--- config.mk ---
export PLATFORM = sky130hd
export DESIGN_NAME = id_ex_operand_stage
export DESIGN_NICKNAME = d
export VERILOG_FILES = /design/src/rtl/id_ex_operand_stage_pkg.sv /design/src/rtl/id_ex_operand_stage_fwd_unit.sv /design/src/rtl/id_ex_operand_stage.sv
export SDC_FILE = /design/constraint.sdc
export NUM_CORES = 1
export LEC_CHECK = 0
export ABC_AREA = 1
export CAP_MARGIN = 20
export CORE_ASPECT_RATIO = 1.5
export CORE_UTILIZATION = 40
export CTS_BUF_LIST = sky130_fd_sc_hd__clkbuf_4 sky130_fd_sc_hd__clkbuf_8
export DETAILED_ROUTE_END_ITERATION = 16
export PLACE_DENSITY_LB_ADDON = 0.08
export REMOVE_ABC_BUFFERS = 1
export SYNTH_ARGS = -nofsm -noshare
export SYNTH_HDL_FRONTEND = slang
export SYNTH_SLANG_ARGS = --single-unit
--- constraint.sdc ---
create_clock -name clk_i -period 2.08 [get_ports clk_i]
set_clock_uncertainty 0.2 [all_clocks]
set_input_delay 0.416 -clock clk_i [delete_from_list [all_inputs] [get_ports clk_i]]
set_output_delay 0.416 -clock clk_i [all_outputs]
set_load 0.05 [all_outputs]
--- src/rtl/id_ex_operand_stage_pkg.sv ---
// Shared encodings for the ID/EX operand stage: ALU/bonus control codes and forwarding selects.
package id_ex_operand_stage_pkg;

    localparam int DATA_W_DEF = 32;
    localparam int REG_AW_DEF = 5;
    localparam int SHAMT_W    = 5;

    localparam logic [3:0] ALU_AND   = 4'b0000;
    localparam logic [3:0] ALU_OR    = 4'b0001;
    localparam logic [3:0] ALU_ADD   = 4'b0010;
    localparam logic [3:0] ALU_SUB   = 4'b0110;
    localparam logic [3:0] ALU_SLT   = 4'b0111;
    localparam logic [3:0] ALU_MUL   = 4'b1011;
    localparam logic [3:0] ALU_SHIFT = 4'b1111;

    localparam logic [2:0] BONUS_NONE = 3'b000;
    localparam logic [2:0] BONUS_SRL  = 3'b101;

    typedef enum logic [1:0] {
        FWD_RF    = 2'd0,
        FWD_EXMEM = 2'd1,
        FWD_MEMWB = 2'd2
    } fwd_sel_e;

endpackage

--- src/rtl/id_ex_operand_stage_fwd_unit.sv ---
// Forwarding resolution for one source operand of the instruction sitting in EX.
module fwd_unit
    import id_ex_operand_stage_pkg::*;
#(
    parameter int DATA_W = 32,
    parameter int REG_AW = 5
) (
    input  logic [REG_AW-1:0] reg_i,
    input  logic [DATA_W-1:0] rf_data_i,
    input  logic              exmem_reg_write_i,
    input  logic [REG_AW-1:0] exmem_rd_i,
    input  logic [DATA_W-1:0] exmem_result_i,
    input  logic              memwb_reg_write_i,
    input  logic [REG_AW-1:0] memwb_rd_i,
    input  logic [DATA_W-1:0] memwb_data_i,
    output fwd_sel_e          sel_o,
    output logic [DATA_W-1:0] data_o
);

    // Register 0 is hardwired, so it never takes a bypass; the younger EX/MEM result wins.
    always_comb begin
        sel_o  = FWD_RF;
        data_o = rf_data_i;
        if (reg_i != '0) begin
            if (exmem_reg_write_i && (exmem_rd_i == reg_i)) begin
                sel_o  = FWD_EXMEM;
                data_o = exmem_result_i;
            end else if (memwb_reg_write_i && (memwb_rd_i == reg_i)) begin
                sel_o  = FWD_MEMWB;
                data_o = memwb_data_i;
            end
        end
    end

endmodule

--- src/rtl/id_ex_operand_stage.sv ---
// ID/EX pipeline register with operand forwarding, load-use stall detection and ALU operand formation.
module id_ex_operand_stage #(
    parameter int DATA_W = 32,
    parameter int REG_AW = 5
) (
    input  logic              clk_i,
    input  logic              rst_i,
    input  logic              id_valid_i,
    input  logic [DATA_W-1:0] id_rs_data_i,
    input  logic [DATA_W-1:0] id_rt_data_i,
    input  logic [DATA_W-1:0] id_imm_i,
    input  logic [4:0]        id_shamt_i,
    input  logic [REG_AW-1:0] id_rs_i,
    input  logic [REG_AW-1:0] id_rt_i,
    input  logic [REG_AW-1:0] id_rd_i,
    input  logic [3:0]        id_alu_ctrl_i,
    input  logic [2:0]        id_bonus_ctrl_i,
    input  logic              id_alu_src_imm_i,
    input  logic              id_shift_imm_i,
    input  logic              id_uses_rt_i,
    input  logic              id_reg_write_i,
    input  logic              id_mem_read_i,
    input  logic              id_mem_write_i,
    input  logic              id_mem_to_reg_i,
    input  logic              exmem_reg_write_i,
    input  logic [REG_AW-1:0] exmem_rd_i,
    input  logic [DATA_W-1:0] exmem_result_i,
    input  logic              memwb_reg_write_i,
    input  logic [REG_AW-1:0] memwb_rd_i,
    input  logic [DATA_W-1:0] memwb_data_i,
    input  logic              flush_i,
    input  logic              hold_i,
    output logic              stall_o,
    output logic              ex_valid_o,
    output logic [DATA_W-1:0] alu_src1_o,
    output logic [DATA_W-1:0] alu_src2_o,
    output logic [3:0]        alu_ctrl_o,
    output logic [2:0]        bonus_ctrl_o,
    output logic [REG_AW-1:0] ex_rd_o,
    output logic [DATA_W-1:0] ex_store_data_o,
    output logic              ex_reg_write_o,
    output logic              ex_mem_read_o,
    output logic              ex_mem_write_o,
    output logic              ex_mem_to_reg_o
);

    import id_ex_operand_stage_pkg::*;

    logic              valid_q, valid_d;
    logic [DATA_W-1:0] rs_data_q, rs_data_d;
    logic [DATA_W-1:0] rt_data_q, rt_data_d;
    logic [DATA_W-1:0] imm_q, imm_d;
    logic [4:0]        shamt_q, shamt_d;
    logic [REG_AW-1:0] rs_q, rs_d;
    logic [REG_AW-1:0] rt_q, rt_d;
    logic [REG_AW-1:0] rd_q, rd_d;
    logic [3:0]        alu_ctrl_q, alu_ctrl_d;
    logic [2:0]        bonus_ctrl_q, bonus_ctrl_d;
    logic              alu_src_imm_q, alu_src_imm_d;
    logic              shift_imm_q, shift_imm_d;
    logic              reg_write_q, reg_write_d;
    logic              mem_read_q, mem_read_d;
    logic              mem_write_q, mem_write_d;
    logic              mem_to_reg_q, mem_to_reg_d;

    logic              loadUseHazard;
    logic [DATA_W-1:0] rsFwdData, rtFwdData;
    fwd_sel_e          rsSel, rtSel;
    logic [3:0]        fwdSelUnused;
    logic [DATA_W-1:0] shamtExt;

    // A load in EX cannot feed a dependent instruction in ID; a frozen pipe never stalls.
    assign loadUseHazard = !hold_i && valid_q && mem_read_q && (rd_q != '0) && id_valid_i &&
                           ((rd_q == id_rs_i) || (id_uses_rt_i && (rd_q == id_rt_i)));
    assign stall_o = loadUseHazard;

    // Flush and stall both insert a fully cleared bubble; hold keeps the slot untouched.
    always_comb begin
        valid_d       = valid_q;
        rs_data_d     = rs_data_q;
        rt_data_d     = rt_data_q;
        imm_d         = imm_q;
        shamt_d       = shamt_q;
        rs_d          = rs_q;
        rt_d          = rt_q;
        rd_d          = rd_q;
        alu_ctrl_d    = alu_ctrl_q;
        bonus_ctrl_d  = bonus_ctrl_q;
        alu_src_imm_d = alu_src_imm_q;
        shift_imm_d   = shift_imm_q;
        reg_write_d   = reg_write_q;
        mem_read_d    = mem_read_q;
        mem_write_d   = mem_write_q;
        mem_to_reg_d  = mem_to_reg_q;
        if (flush_i || loadUseHazard) begin
            valid_d       = 1'b0;
            rs_data_d     = '0;
            rt_data_d     = '0;
            imm_d         = '0;
            shamt_d       = '0;
            rs_d          = '0;
            rt_d          = '0;
            rd_d          = '0;
            alu_ctrl_d    = '0;
            bonus_ctrl_d  = '0;
            alu_src_imm_d = 1'b0;
            shift_imm_d   = 1'b0;
            reg_write_d   = 1'b0;
            mem_read_d    = 1'b0;
            mem_write_d   = 1'b0;
            mem_to_reg_d  = 1'b0;
        end else if (!hold_i) begin
            valid_d       = id_valid_i;
            rs_data_d     = id_rs_data_i;
            rt_data_d     = id_rt_data_i;
            imm_d         = id_imm_i;
            shamt_d       = id_shamt_i;
            rs_d          = id_rs_i;
            rt_d          = id_rt_i;
            rd_d          = id_rd_i;
            alu_ctrl_d    = id_alu_ctrl_i;
            bonus_ctrl_d  = id_bonus_ctrl_i;
            alu_src_imm_d = id_alu_src_imm_i;
            shift_imm_d   = id_shift_imm_i;
            reg_write_d   = id_reg_write_i && id_valid_i;
            mem_read_d    = id_mem_read_i && id_valid_i;
            mem_write_d   = id_mem_write_i && id_valid_i;
            mem_to_reg_d  = id_mem_to_reg_i && id_valid_i;
        end
    end

    always_ff @(posedge clk_i) begin
        if (rst_i) begin
            valid_q       <= 1'b0;
            rs_data_q     <= '0;
            rt_data_q     <= '0;
            imm_q         <= '0;
            shamt_q       <= '0;
            rs_q          <= '0;
            rt_q          <= '0;
            rd_q          <= '0;
            alu_ctrl_q    <= '0;
            bonus_ctrl_q  <= '0;
            alu_src_imm_q <= 1'b0;
            shift_imm_q   <= 1'b0;
            reg_write_q   <= 1'b0;
            mem_read_q    <= 1'b0;
            mem_write_q   <= 1'b0;
            mem_to_reg_q  <= 1'b0;
        end else begin
            valid_q       <= valid_d;
            rs_data_q     <= rs_data_d;
            rt_data_q     <= rt_data_d;
            imm_q         <= imm_d;
            shamt_q       <= shamt_d;
            rs_q          <= rs_d;
            rt_q          <= rt_d;
            rd_q          <= rd_d;
            alu_ctrl_q    <= alu_ctrl_d;
            bonus_ctrl_q  <= bonus_ctrl_d;
            alu_src_imm_q <= alu_src_imm_d;
            shift_imm_q   <= shift_imm_d;
            reg_write_q   <= reg_write_d;
            mem_read_q    <= mem_read_d;
            mem_write_q   <= mem_write_d;
            mem_to_reg_q  <= mem_to_reg_d;
        end
    end

    fwd_unit #(.DATA_W(DATA_W), .REG_AW(REG_AW)) u_fwd_rs (
        .reg_i             (rs_q),
        .rf_data_i         (rs_data_q),
        .exmem_reg_write_i (exmem_reg_write_i),
        .exmem_rd_i        (exmem_rd_i),
        .exmem_result_i    (exmem_result_i),
        .memwb_reg_write_i (memwb_reg_write_i),
        .memwb_rd_i        (memwb_rd_i),
        .memwb_data_i      (memwb_data_i),
        .sel_o             (rsSel),
        .data_o            (rsFwdData)
    );

    fwd_unit #(.DATA_W(DATA_W), .REG_AW(REG_AW)) u_fwd_rt (
        .reg_i             (rt_q),
        .rf_data_i         (rt_data_q),
        .exmem_reg_write_i (exmem_reg_write_i),
        .exmem_rd_i        (exmem_rd_i),
        .exmem_result_i    (exmem_result_i),
        .memwb_reg_write_i (memwb_reg_write_i),
        .memwb_rd_i        (memwb_rd_i),
        .memwb_data_i      (memwb_data_i),
        .sel_o             (rtSel),
        .data_o            (rtFwdData)
    );

    // Selects only matter for waveform debug; the datapath consumes the resolved data.
    assign fwdSelUnused = {rsSel, rtSel};

    assign shamtExt = {{(DATA_W-SHAMT_W){1'b0}}, shamt_q};

    assign alu_src1_o      = valid_q ? (shift_imm_q ? shamtExt : rsFwdData) : '0;
    assign alu_src2_o      = valid_q ? (alu_src_imm_q ? imm_q : rtFwdData) : '0;
    assign alu_ctrl_o      = alu_ctrl_q;
    assign bonus_ctrl_o    = bonus_ctrl_q;
    assign ex_rd_o         = rd_q;
    assign ex_store_data_o = rtFwdData;
    assign ex_valid_o      = valid_q;
    assign ex_reg_write_o  = reg_write_q;
    assign ex_mem_read_o   = mem_read_q;
    assign ex_mem_write_o  = mem_write_q;
    assign ex_mem_to_reg_o = mem_to_reg_q;

endmodule
=== Word-level counts from Yosys, hierarchy flattened ===
Cells that the tools add are included.
W data, S select, Z words.

* Flip-flop bits (word level): 130
* Output and inout bits: 114
* Word-level logic and storage cells: 53
* Bits of input ports: 211

* Reductions and logical operators: 21
* Equality and inequality tests: 6
* Mux-type cells: 10

{| class="wikitable"
|+ Operators with widths
! kind !! number
|-
| $mux W32 || 10
|-
| $eq A5 B5 Y1 || 6
|-
| $reduce_bool A5 Y1 || 3
|-
| $logic_and A1 B1 Y1 || 14
|-
| $logic_or A1 B1 Y1 || 2
|-
| $reduce_or A2 Y1 || 1
|-
| $logic_not A1 Y1 || 1
|}

=== Depth between registers and ports, before layout ===
Gate-level depths: netlist (run 1).

* Depth after elaboration: 8
* Depth in mapped cells: 12
* Mapped depth without buffers: 11

=== By module ===
Synthesis (run 1) repeated with hierarchy kept, for this count alone.

* Cells, all modules: 1,287
* Area, all modules: 8,394.3 um2

{| class="wikitable"
|+ By module, submodules not included
! module !! cells an instance !! sequential area each (um2) !! times used !! area an instance (um2)
|-
| id_ex_operand_stage || 669 || 2,602.5 || 1 || 5,509.0
|-
| fwd_unit || 309 || 0.0 || 2 || 1,442.6
|}

=== Worst setup path before layout (run 1) ===
No wires, ideal clock.

* Kind: reg2out
* Start: register valid_q (netlist: ex_valid_o)
* End: output alu_src1_o[28]
* Data required time: 1.464 ns
* Slack: -0.791 ns
* Stages on the path, launching flop included: 7
* Arrival time: 2.255 ns
* Buffers on the path: 2
* Cell sequence: dfxtp_1 buf_2 inv_1 nor2_1 clkbuf_1 o21ai_0 nor2_1

* Longest elaborated chain between the ends: 1

{| class="wikitable"
|+ RTL lines
! what !! line !! source
|-
| from (decl) || id_ex_operand_stage.sv:49 || <nowiki>logic valid_q, valid_d;</nowiki>
|-
| from (signal assigned) || id_ex_operand_stage.sv:151 || <nowiki>valid_q <= valid_d;</nowiki>
|-
| $mux W32 || id_ex_operand_stage.sv:201 || <nowiki>assign alu_src1_o = valid_q ? (shift_imm_q ? shamtExt : rsFwdData) : '0;</nowiki>
|-
| to (decl) || id_ex_operand_stage.sv:35 || <nowiki>output logic [DATA_W-1:0] alu_src1_o,</nowiki>
|}

Every way passes these cells.

=== Worst setup path after layout (run 1) ===
* Start: register rt_q[1]
* End: output alu_src2_o[30]

* Longest elaborated chain between the ends: 7
* Elaborated cells on any way between the ends: 10
* Classes of those cells: eq/ne: 2; mux: 5; reduce/logical: 3

{| class="wikitable"
|+ RTL lines
! what !! line !! source
|-
| from (decl) || id_ex_operand_stage.sv:55 || <nowiki>logic [REG_AW-1:0] rt_q, rt_d;</nowiki>
|-
| from (signal assigned) || id_ex_operand_stage.sv:157 || <nowiki>rt_q <= rt_d;</nowiki>
|-
| $eq A5 B5 Y1 || id_ex_operand_stage_fwd_unit.sv:28 || <nowiki>end else if (memwb_reg_write_i && (memwb_rd_i == reg_i)) begin</nowiki>
|-
| $logic_and A1 B1 Y1 || id_ex_operand_stage_fwd_unit.sv:28 ||
|-
| $mux W32 || id_ex_operand_stage_fwd_unit.sv:28 ||
|-
| $mux W32 || id_ex_operand_stage_fwd_unit.sv:25 || <nowiki>if (exmem_reg_write_i && (exmem_rd_i == reg_i)) begin</nowiki>
|-
| $mux W32 (*) || id_ex_operand_stage_fwd_unit.sv:24 || <nowiki>if (reg_i != '0) begin</nowiki>
|-
| $mux W32 (*) (2 in a row) || id_ex_operand_stage.sv:202 || <nowiki>assign alu_src2_o = valid_q ? (alu_src_imm_q ? imm_q : rtFwdData) : '0;</nowiki>
|-
| to (decl) || id_ex_operand_stage.sv:36 || <nowiki>output logic [DATA_W-1:0] alu_src2_o,</nowiki>
|}

Mark *: on every way between the ends. The rest lies on a longest branch, timed or not.

==> results of run 1 <==
[through the flow]
step / power, W / setup TNS, ns / hold slack (ns)
after floorplan: 0.00335 / -361.87 / 0.273
after global placement: 0.00426 / -90.60 / 0.283
after detailed placement: 0.00428 / -93.83 / 0.294
after CTS: 0.00648 / -69.32 / 0.245
after global routing: 0.00683 / -78.40 / 0.190
final: 0.00657 / -67.65 / 0.165
[power by group through the flow]
stage / clock (W) / combinational [W] / sequential (W)
6_report: 0.00209 / 0.00186 / 0.00262
5_1_grt: 0.00223 / 0.00197 / 0.00263
4_1_cts: 0.00214 / 0.00173 / 0.00262
3_5_place_dp: 0 / 0.00161 / 0.00267
3_3_place_gp: 0 / 0.00159 / 0.00267
2_1_floorplan: 0 / 0.000647 / 0.00270
[logic make-up after synthesis]
group                  after synthesis
AND/OR/NAND/NOR                    480
AO/OA/AOI/OAI                      200
buffers and inverters              200
flip-flops                         130
multiplexers                       124
XOR/XNOR                             8
[flip-flops by register name (all words and copies together) (netlist names), 3 cells and up]
register and count:
ex_rd_o 5, rt_q 5, imm_q 32, shamt_q 5, alu_ctrl_o 4, rt_data_q 32, rs_q 5, bonus_ctrl_o 3
rs_data_q 32
[synthesized netlist by cell type (5+ instances only)]
cell type	instances
nor2_1	273
o21ai_1	20
buf_2	25
o21ai_0	99
nand4_1	14
mux2i_1	124
o21a_1	24
a21oi_1	41
nand3_1	11
nand2_1	161
clkbuf_1	43
inv_1	124
xor2_1	5
nand3_2	11
a21oi_2	6
dfxtp_1	130
[cell type report]
type | instances | area share (%)
repair buffers | 447 | 37.5
clock buffers | 25 | 2.09
clock inverters | 6 | 0.368
flip-flops and latches | 130 | 17.7
multi-input cells | 812 | 36.8
well taps | 256 | 2.14
diodes | 5 | 0.0836
inverters | 128 | 3.29
[layer usage]
metal	part of all wire, %	vias up	global-route usage (%)	wire length [um]
li1	-	4461	-	-
met1	37	4341	32.7	12000
met2	52	339	54.2	17100
met3	6.4	93	7.87	2100
met4	4.7	0	15.3	1550
met5	0	-	0	0
[how the worst max path moves through the flow]
stage,cells past startpoint,slack [ns],end
3_3_place_gp,10,-0.90,alu_src1_o[16]
5_1_grt,13,-0.93,ex_store_data_o[16]
4_1_cts,13,-0.80,ex_store_data_o[16]
2_1_floorplan,9,-1.80,alu_src2_o[0]
6_report,12,-0.80,alu_src2_o[30]
3_5_place_dp,13,-0.89,alu_src2_o[2]
[repair_timing]
item,4_1_cts,5_1_grt
buffers inserted,30,4
setup endpoints to repair,102,98
gates cloned,7,9
gates resized for setup,268,209
hold buffers,0,0
pin swaps,60,59
[tightest hold or removal path, delay by kind of cell]
kind	cells	cell delay [ns]
AND/OR/NAND/NOR	1	0.09
multiplexers	1	0.05
buffers and inverters	2	0.23
==> reports/qor.yml, run 1 <==
synthesis:
  synth_cell_types: 29
  async_reset_ff_share_pct: 0
  synth_simple_gate_area_share_pct: 25.2
  netlist_instances: 1142
  synth-main-ff-cell: "dfxtp_1"
  yosys.area_share.adder_pct: 0
  syn_avg_cell_area_sq_um: 6.85
  synth_area_sq_um: 7820
  synthMuxAreaShare_pct: 15.9
  yosys_warnings: 0
  synth-xor-area-share_pct: 0.896
  synth_top_family_by_area: "simple AND/OR/NAND/NOR gates"
  synthTopCellsByArea: "dfxtp_1 (33%), mux2i_1 (16%), nor2_1 (13%)"
  synth_top_area_share_pct: 33.3
  yosysTopAreaCell: "dfxtp_1"
  synth_compound_area_share_pct: 14.3
  yosysSeqAreaShare_pct: 33.3
  synth_edf_count: 0
  synth-seq-cells: 130
drt:
  wl_per_cell_um: 18.1
  drc: 0
  firstDrtPassIters: 5
  antenna_left: 0
  wl_um: 32800
  num_vias: 9234
  drt_iter0_markers: 495
  via_per_inst: 5.10
global_route:
  grt_pass1_wl_um: 47000
  grt_overflow: 0
  grt_max_degree: 47
  grt_use_total_pct: 30.5
  antenna_found_initial: 5
  grt_pass1_vias: 9068
power_and_ir_drop:
  clkPwrFrac_pct: 31.9
  combPwrFrac_pct: 28.3
  irDropWorstVdd_v: 0.000443
  pwr-share-seq_pct: 39.9
  p_leak_nw: 6.60
  intPower_w: 0.00459
  power_density_nw_per_um2: 439
  netSwitchingFraction_pct: 30.2
  p_switching_w: 0.00199
status:
  status: "finished with violations"
  violations: "negative setup slack"
critical_path:
  r2r-start: "ex_rd_o[4]"
  rr_endpoint: "rs_data_q[8]"
  worst-r2r-cell-count: 9
  critPathSlowestCell: "dfxtp_4"
  critical_path.startpoint_type: "flip-flop"
  crit_path_max_fanout: 8
  slowest_delay_ns: 0.37
  critPathKind: "reg2out"
  crit_path_cell_trace: "buf_6 > nand2_2 > nand2_2 > nor2_4 > nand3_4 > nand2_2 > nand2_8 > buf_12 > nand2_1 > nand2_2 > a21oi_2 > buf_12"
  r2r_setup_slack_ns: 0.28
  crit_start: "rt_q[1]"
  cp_common_cell: "nand2_2"
  cp.buffers_inverters: 3
  cp-end-kind: "output pin"
  critical-path-top-delay-family: "simple AND/OR/NAND/NOR gates"
  worstPathArrival_ns: 2.26
  worstPathRequired_ns: 1.46
placement:
  routabilityCongestion: 0.901
  dpl.hpwl_um: 21100
  placed_cells: 1734
  port_buffers: 324
  dpl_cell_area_sq_um: 12800
  place_ws_ns: -0.888
clock_network:
  clock_path_buffers: 2
  cts_tree: "yes"
  cts_sinks: 130
  cts.clk_slew.worst_paths_ns: 0.07
  cts_root_buffer: "clkbuf_8"
  cts_inserted_buffers: 17
  clk_latency_ns: 0.46
  htreeDepth: 4
job:
  maxCapViolations: 0
final_layout:
  mostFrequentLayoutCell: "nor2_1"
  final_cell_mix: "nor2_1 (222), clkdlybuf4s50_1 (191), mux2i_1 (124)"
  drive_gt1_share_pct: 36.8
  multi_input_area_sq_um: 5520
  final_core_util_pct: 78.2
  seq_area_sq_um: 2650
  area_growth_pct: 91.5
  final_area_sq_um: 15000
  fill_cells: 1335
  instances_no_fill: 1809
  nets: 1747
worst_hold_path:
  min_path_cells: 4
  hp-start: "id_rs_i[1]"
  hp-class: "in2reg"
  holdPathEnd: "rs_q[1]"
timing:
  worst_pin_slew_ns: 0.527
  fmax_mhz: 348
  timing.final.crit_share_pct: 138
  period_minus_slack_ns: 2.88
  slew_viol_final: 0
  slew_headroom_pct: 64.9
  hold_viol_final: 0
  rsz0062_at_grt: "true"
  worst_slack_ns: -0.797
  setup_violations: 97
floorplan:
  die_area_sq_um: 20100
  io_pins: 325
  core_area_sq_um: 19200
  die-height_um: 173
  start_util_pct: 40.8
  core.rowCount: 62
  die_w_um: 116
No activity file was read; power rests on OpenSTA's default activity.
==> inputs of run 2 (changes only) <==
--- a/config.mk
+++ b/config.mk
@@ -12,7 +12,6 @@
 export CTS_BUF_LIST = sky130_fd_sc_hd__clkbuf_4 sky130_fd_sc_hd__clkbuf_8
 export DETAILED_ROUTE_END_ITERATION = 16
 export PLACE_DENSITY_LB_ADDON = 0.08
-export REMOVE_ABC_BUFFERS = 1
 export SYNTH_ARGS = -nofsm -noshare
 export SYNTH_HDL_FRONTEND = slang
 export SYNTH_SLANG_ARGS = --single-unit
==> run 2 against run 1 <==
Worst setup slack worse by 0.23 ns. Critical endpoint is now alu_src2_o[9]. Register-to-register slack got worse by 0.06 ns. Sequential power about the same. Global-route usage grew 9.1 points. First-iteration DRC count is 60% higher. Critical path type unchanged. Combinational power up 25%. Fmax fell by 7.4%. Die area unchanged. The run still ends with negative setup slack left. Hold slack gained 0.0019 ns. Critical path depth up 1. Cell count is 2.8% higher. Cell area rose by 14%.
==> reports/qor.yml, run 2 (synthesis gave the netlist of run 1 again) <==
final_layout:
  nets: 1795  # +2.7%
  mostFrequentLayoutCell: "nor2_1"
  area_growth_pct: 118
  top_regs: "imm_q (32), rs_data_q (32), rt_data_q (32)"
  final_cell_mix: "nor2_1 (196), clkdlybuf4s50_1 (192), mux2i_1 (124), buf_12 (124), dfxtp_1 (114)"
  final_area_sq_um: 17000  # +14%
  drive_gt1_share_pct: 45.9  # +9.1 points
status:
  status: "finished with violations"
  violations: "negative setup slack"
critical_path:
  worstPathRequired_ns: 1.46  # about the same
  cp-end-kind: "output pin"
  critPathKind: "reg2out"
  worstPathArrival_ns: 2.49  # +0.23 ns
  critical_path.startpoint_type: "flip-flop"
  crit_start: "rt_q[1]"
  rr_endpoint: "imm_q[30]"
  r2r-start: "ex_rd_o[3]"
  crit_path_max_fanout: 12  # +4
  worst-r2r-cell-count: 9  # unchanged
  r2r_setup_slack_ns: 0.22  # -0.06 ns
timing:
  timing.final.crit_share_pct: 149  # +11 points
  slew_viol_final: 0  # unchanged
  period_minus_slack_ns: 3.11  # +0.229 ns
  fin_tns_setup_ns: -83.52  # -15.87 ns
  hold_viol_final: 0  # unchanged
  setup_violations: 97  # unchanged
  worst_pin_slew_ns: 0.758  # +0.232 ns
  slew_headroom_pct: 49.4  # -15 points
  rsz0062_at_grt: "true"
  fmax_mhz: 322  # -7.4%
  worst_slack_ns: -1.03  # -0.229 ns
clock_network:
  cts.clk_slew.worst_paths_ns: 0.08  # about the same
  cts_root_buffer: "clkbuf_8"
  ctsHoldBuffers: 0  # unchanged
  clock_path_buffers: 2  # unchanged
  clk_latency_ns: 0.49  # +0.03 ns
  htreeDepth: 4  # unchanged
  cts_tree: "yes"
  cts_sinks: 130  # unchanged
  cts_inserted_buffers: 17  # unchanged
worst_hold_path:
  hp-start: "id_rs_i[1]"
  holdPathEnd: "rs_q[1]"
  min_path_cells: 3  # -1
  hp-class: "in2reg"
floorplan:
  core.rowCount: 62  # unchanged
  start_util_pct: 40.8  # unchanged
  die_area_sq_um: 20100  # unchanged
  core_area_sq_um: 19200  # unchanged
  die-height_um: 173  # unchanged
  die_w_um: 116  # unchanged
  io_pins: 325  # unchanged
placement:
  routabilityCongestion: 0.948  # +5.2%
  dpl.hpwl_um: 24700  # +17%
  dpl_cell_area_sq_um: 13900  # +9.0%
  port_buffers: 324  # unchanged
drt:
  num_vias: 10614  # +15%
  via_per_inst: 5.71  # +12%
  wl_per_cell_um: 24.3  # +34%
  antenna_left: 0  # unchanged
  wl_um: 45100  # +38%
  firstDrtPassIters: 5  # unchanged
  drt_iter0_markers: 794  # +60%
  drc: 0  # unchanged
global_route:
  grt_overflow: 0  # unchanged
  grt_pass1_wl_um: 58500  # +24%
  antenna_found_initial: 6  # +1
  grt_max_degree: 85  # +81%
  grt_use_total_pct: 39.7  # +9.1 points
  grt_pass1_vias: 10530  # +16%
power_and_ir_drop:
  p_leak_nw: 6.91  # +4.8%
  irDropWorstVdd_v: 0.000469  # +6.0%
  power_density_nw_per_um2: 446  # +1.6%
job:
  maxCapViolations: 0  # unchanged
synthesis:
  synth_nets: 1353
run 2: cell types whose count changed in the layout (fill, tap and decap cells not counted), moves of 23 or more:
cell / delta
nor2_4: +36
clkinvlp_4: +32
nand2_4: +36
nor2_1: -26
o21ai_4: +36
buf_4: +23
nand2_1: -38
inv_2: -29
run 2: metrics by stage:
stage | worst slack, ns | total power [W] | hold WS (ns) | utilization (%) | std cells
2_1_floorplan | -0.270 | 0.00353 | 0.273 | - | 1142
3_3_place_gp | -1.01 | 0.00445 | 0.283 | 72.6 | 1759
3_5_place_dp | -1.00 | 0.00446 | 0.292 | 72.6 | 1759
4_1_cts | -0.867 | 0.00733 | 0.151 | 85.8 | 1845
5_1_grt | -1.09 | 0.00780 | 0.223 | 88.8 | 1859
6_report | -1.03 | 0.00758 | 0.167 | 88.8 | 1860
run 2: what timing repair did:
item / 4_1_cts / 5_1_grt
gates cloned: 19 / 3
resized for setup: 394 / 118
buffers inserted: 44 / 13
pin swaps: 134 / 70
setup endpoints to repair: 99 / 98
run 2: cell type report:
type	instances	area (sq um)
Clock inverter	7	143
Antenna cell	7	17.5
Timing Repair Buffer	495	6250
Fill cell	879	2150
Tap cell	256	320
Inverter	128	653
Sequential cell	130	2650
Multi-Input combinational cell	812	6650
Clock buffer	25	338
run 2: layer usage:
metal | global-route usage (%) | part of all wire [%]
met1 | 37.2 | 31
met2 | 69.1 | 49
met3 | 13.2 | 10
met5 | 0 | 0
met4 | 31.1 | 9.4
run 2: critical path, stage by stage, from the launching register on:
cell and delay (ns):
dfxtp_4 0.40, inv_2 0.08, nand2_1 0.11, o21ai_4 0.07, nor2_4 0.09, nand3_4 0.15
buf_6 0.17, clkbuf_16 0.17, nor2_1 0.09, nor2_1 0.06, nand2_2 0.17, nand2_4 0.11
a21oi_4 0.16, buf_12 0.15
run 2: power breakdown:
group / internal [W] / leakage [nW] / switching (W)
Combinational: 0.00111 / 5.60 / 0.00121
Sequential: 0.00256 / 1.07 / 0.0000705
Clock: 0.00155 / 0.246 / 0.00109
Total: 0.00522 / 6.91 / 0.00236
run 2: how the worst max path moves through the flow:
stage                     end  slack, ns  depth (start not counted)
3_5_place_dp   alu_src1_o[31]      -1.00                         12
5_1_grt        alu_src2_o[11]      -1.09                         13
3_3_place_gp   alu_src1_o[31]      -1.01                         12
4_1_cts         alu_src2_o[2]      -0.87                         13
2_1_floorplan   alu_src1_o[0]      -0.27                         10
6_report        alu_src2_o[9]      -1.03                         13
==> inputs of run 3 (changes only) <==
--- a/config.mk
+++ b/config.mk
@@ -7,8 +7,10 @@
 export LEC_CHECK = 0
 export ABC_AREA = 1
 export CAP_MARGIN = 20
+export CELL_PAD_IN_SITES_DETAIL_PLACEMENT = 2
+export CELL_PAD_IN_SITES_GLOBAL_PLACEMENT = 2
 export CORE_ASPECT_RATIO = 1.5
-export CORE_UTILIZATION = 40
+export CORE_UTILIZATION = 25
 export CTS_BUF_LIST = sky130_fd_sc_hd__clkbuf_4 sky130_fd_sc_hd__clkbuf_8
 export DETAILED_ROUTE_END_ITERATION = 16
 export PLACE_DENSITY_LB_ADDON = 0.08
==> constraint.sdc (replaced) <==
create_clock -name clk_i -period 3.6 [get_ports clk_i]
set_clock_uncertainty 0.2 [all_clocks]
set_input_delay 0.72 -clock clk_i [delete_from_list [all_inputs] [get_ports clk_i]]
set_output_delay 0.72 -clock clk_i [all_outputs]
set_load 0.05 [all_outputs]
==> run 3 against run 2 <==
The flow now finishes without violations. Wire length fell by 16%. Register-to-register slack gained 1.4 ns. Via count decreased by 15%. Critical path depth grew 3. Power is 49% lower. Cell area shrank 20%. Die area is 59% higher. Combinational power shrank 59%. Highest routed layer is now met5.
==> reports/qor.yml, run 3 (synthesis gave the netlist of run 1 again) <==
worst_hold_path:
  min_path_cells: 2  # -1
  hp-start: "imm_q[0]"
  hp-class: "reg2reg"
  holdPathEnd: "imm_q[0]"
job:
  maxCapViolations: 0  # unchanged
final_layout:
  area_growth_pct: 74.2
  mostFrequentLayoutCell: "nor2_1"
  seq_area_sq_um: 2610  # -1.2%
  multi_input_area_sq_um: 4660  # -30%
  final_area_sq_um: 13600  # -20%
  fill_cells: 3400  # +290%
  drive_gt1_share_pct: 20.8  # -25 points
  nets: 1694  # -5.6%
  final_cell_mix: "nor2_1 (260), clkdlybuf4s50_1 (214), nand2_1 (136)"
  top_regs: "imm_q (32), rs_data_q (32), rt_data_q (32)"
drt:
  num_vias: 9008  # -15%
  drc: 0  # unchanged
  antenna_left: 0  # unchanged
  wl_um: 38100  # -16%
  firstDrtPassIters: 4  # -1
  drt_iter0_markers: 187  # -76%
  wl_per_cell_um: 20.0  # -17%
  via_per_inst: 4.74  # -17%
critical_path:
  cp-end-kind: "output pin"
  rr_endpoint: "imm_q[7]"
  worstPathRequired_ns: 2.68  # +1.22 ns
  slowest_delay_ns: 0.24  # -0.16 ns
  critical-path-top-delay-family: "buffers and inverters"
  critical_path.startpoint_type: "input pin"
  cp.buffers_inverters: 8  # +4
  r2r-start: "ex_valid_o"
  worst-r2r-cell-count: 7  # -2
  crit_path_cell_trace: "dlygate4sd2_1 > inv_1 > nand2_1 > nand2_1 > nor2_2 > nand3_2 > buf_12 > nand2_2 > nand2_4 > buf_12 > buf_16 > nand2_1 > nand2_2 > buf_4 > inv_1 > buf_12"
  crit_path_max_fanout: 15  # +3
  r2r_setup_slack_ns: 1.65  # +1.43 ns
  critPathKind: "in2out"
  worstPathArrival_ns: 2.56  # +0.07 ns
  critPathSlowestCell: "dlygate4sd2_1"
timing:
  hold_viol_final: 0  # unchanged
  setup_violations: 0  # -100%
  fmax_mhz: 288
  period_minus_slack_ns: 3.48
  slew_headroom_pct: 32.4  # -17 points
  timing.final.crit_share_pct: 96.6
  rsz0062_at_grt: "false"
  worst_pin_slew_ns: 1.01  # +0.255 ns
  worst_slack_ns: 0.124  # +1.15 ns
  slew_viol_final: 0  # unchanged
global_route:
  grt_use_total_pct: 24.2  # -15 points
  grt_pass1_vias: 10075  # -4.3%
  grt_overflow: 0  # unchanged
  grt_pass1_wl_um: 57700  # -1.3%
  antenna_found_initial: 5  # -1
  grt_max_degree: 132  # +55%
status:
  status: "completed"
clock_network:
  clk_latency_ns: 0.50  # about the same
  cts_tree: "yes"
  clock_path_buffers: 2  # unchanged
  cts_root_buffer: "clkbuf_8"
  htreeDepth: 4  # unchanged
  cts_inserted_buffers: 17  # unchanged
  ctsHoldBuffers: 0  # unchanged
  cts_sinks: 130  # unchanged
  cts.clk_slew.worst_paths_ns: 0.09  # about the same
synthesis:
  synth_nets: 1353  # unchanged
power_and_ir_drop:
  power_w: 0.00388  # -49%
  p_leak_nw: 6.11  # -12%
  irDropWorstVdd_v: 0.000240  # -49%
  power_density_nw_per_um2: 285  # -36%
floorplan:
  io_pins: 325  # unchanged
  die_w_um: 146  # +26%
  core_area_sq_um: 30500  # +59%
  core.rowCount: 78  # +26%
  die_area_sq_um: 32000  # +59%
  start_util_pct: 25.6  # -15 points
  die-height_um: 219  # +26%
placement:
  routabilityCongestion: 0.864  # -8.9%
  port_buffers: 324  # unchanged
  dpl_cell_area_sq_um: 12800  # -8.2%
  place_ws_ns: -0.337  # +0.665 ns
  dpl.hpwl_um: 28900  # +17%
run 3: cell count changes in the layout (fill, tap and decap cells not counted), moves of 31 or more:
cell / before / now
nand2_4: 58 / 2
nor2_4: 49 / 0
a21oi_4: 39 / 8
o21ai_0: 36 / 90
nand2_1: 49 / 136
clkinvlp_4: 32 / 1
inv_1: 71 / 120
buf_6: 36 / 3
o21ai_2: 35 / 4
nor2_1: 196 / 260
o21ai_4: 45 / 0
buf_4: 103 / 53
run 3: cell type report:
class	instances	area share, %
Multi-Input combinational cell	812	34.2
Clock inverter	14	1.32
Inverter	128	3.53
Sequential cell	130	19.2
Clock buffer	18	1.77
Timing Repair Buffer	394	36.2
Tap cell	400	3.67
Antenna cell	6	0.110
run 3: worst min-delay path, stage by stage (launching register included):
cell and delay [ns]:
dfxtp_1 0.33, mux2i_1 0.07, nor2_1 0.08
run 3: what timing repair did:
action                     4_1_cts  5_1_grt
setup endpoints to repair       85       46
gates resized for setup         93       30
cloned                           3        0
buffers inserted                 8        0
pin swaps                       30        8
run 3: metrics by stage:
step / util (%) / hold WS [ns] / std cells / TNS (ns)
floorplan: - / 0.273 / 1142 / 0
global placement: 41.8 / 0.283 / 1853 / -6.92
detailed placement: 41.8 / 0.298 / 1853 / -9.46
CTS: 44.4 / 0.321 / 1896 / 0
global route: 44.6 / 0.350 / 1899 / 0
finish: 44.6 / 0.312 / 1902 / 0
run 3: worst max path at each step:
| stage | startpoint | end | slack (ns) | depth (start not counted) |
|---|---|---|---|---|
| detailed placement | memwb_rd_i[3] | alu_src2_o[13] | -0.34 | 13 |
| floorplan | exmem_rd_i[0] | alu_src2_o[0] | 0.27 | 10 |
| global placement | exmem_rd_i[0] | alu_src2_o[13] | -0.28 | 13 |
| CTS | memwb_rd_i[3] | ex_store_data_o[31] | 0.02 | 16 |
| finish | exmem_rd_i[1] | ex_store_data_o[31] | 0.12 | 16 |
| global route | exmem_rd_i[1] | alu_src1_o[28] | 0.006 | 12 |
run 3: per-layer routing:
metal	global-route usage (%)	wire, um
met5	0	24
met4	10.9	1310
met3	5.53	1770
met2	46.8	21000
met1	24.3	14100
run 3: where the power goes:
group,switching (W),internal [W]
Clock,0.000704,0.000702
Combinational,0.000485,0.000476
Sequential,0.0000307,0.00148
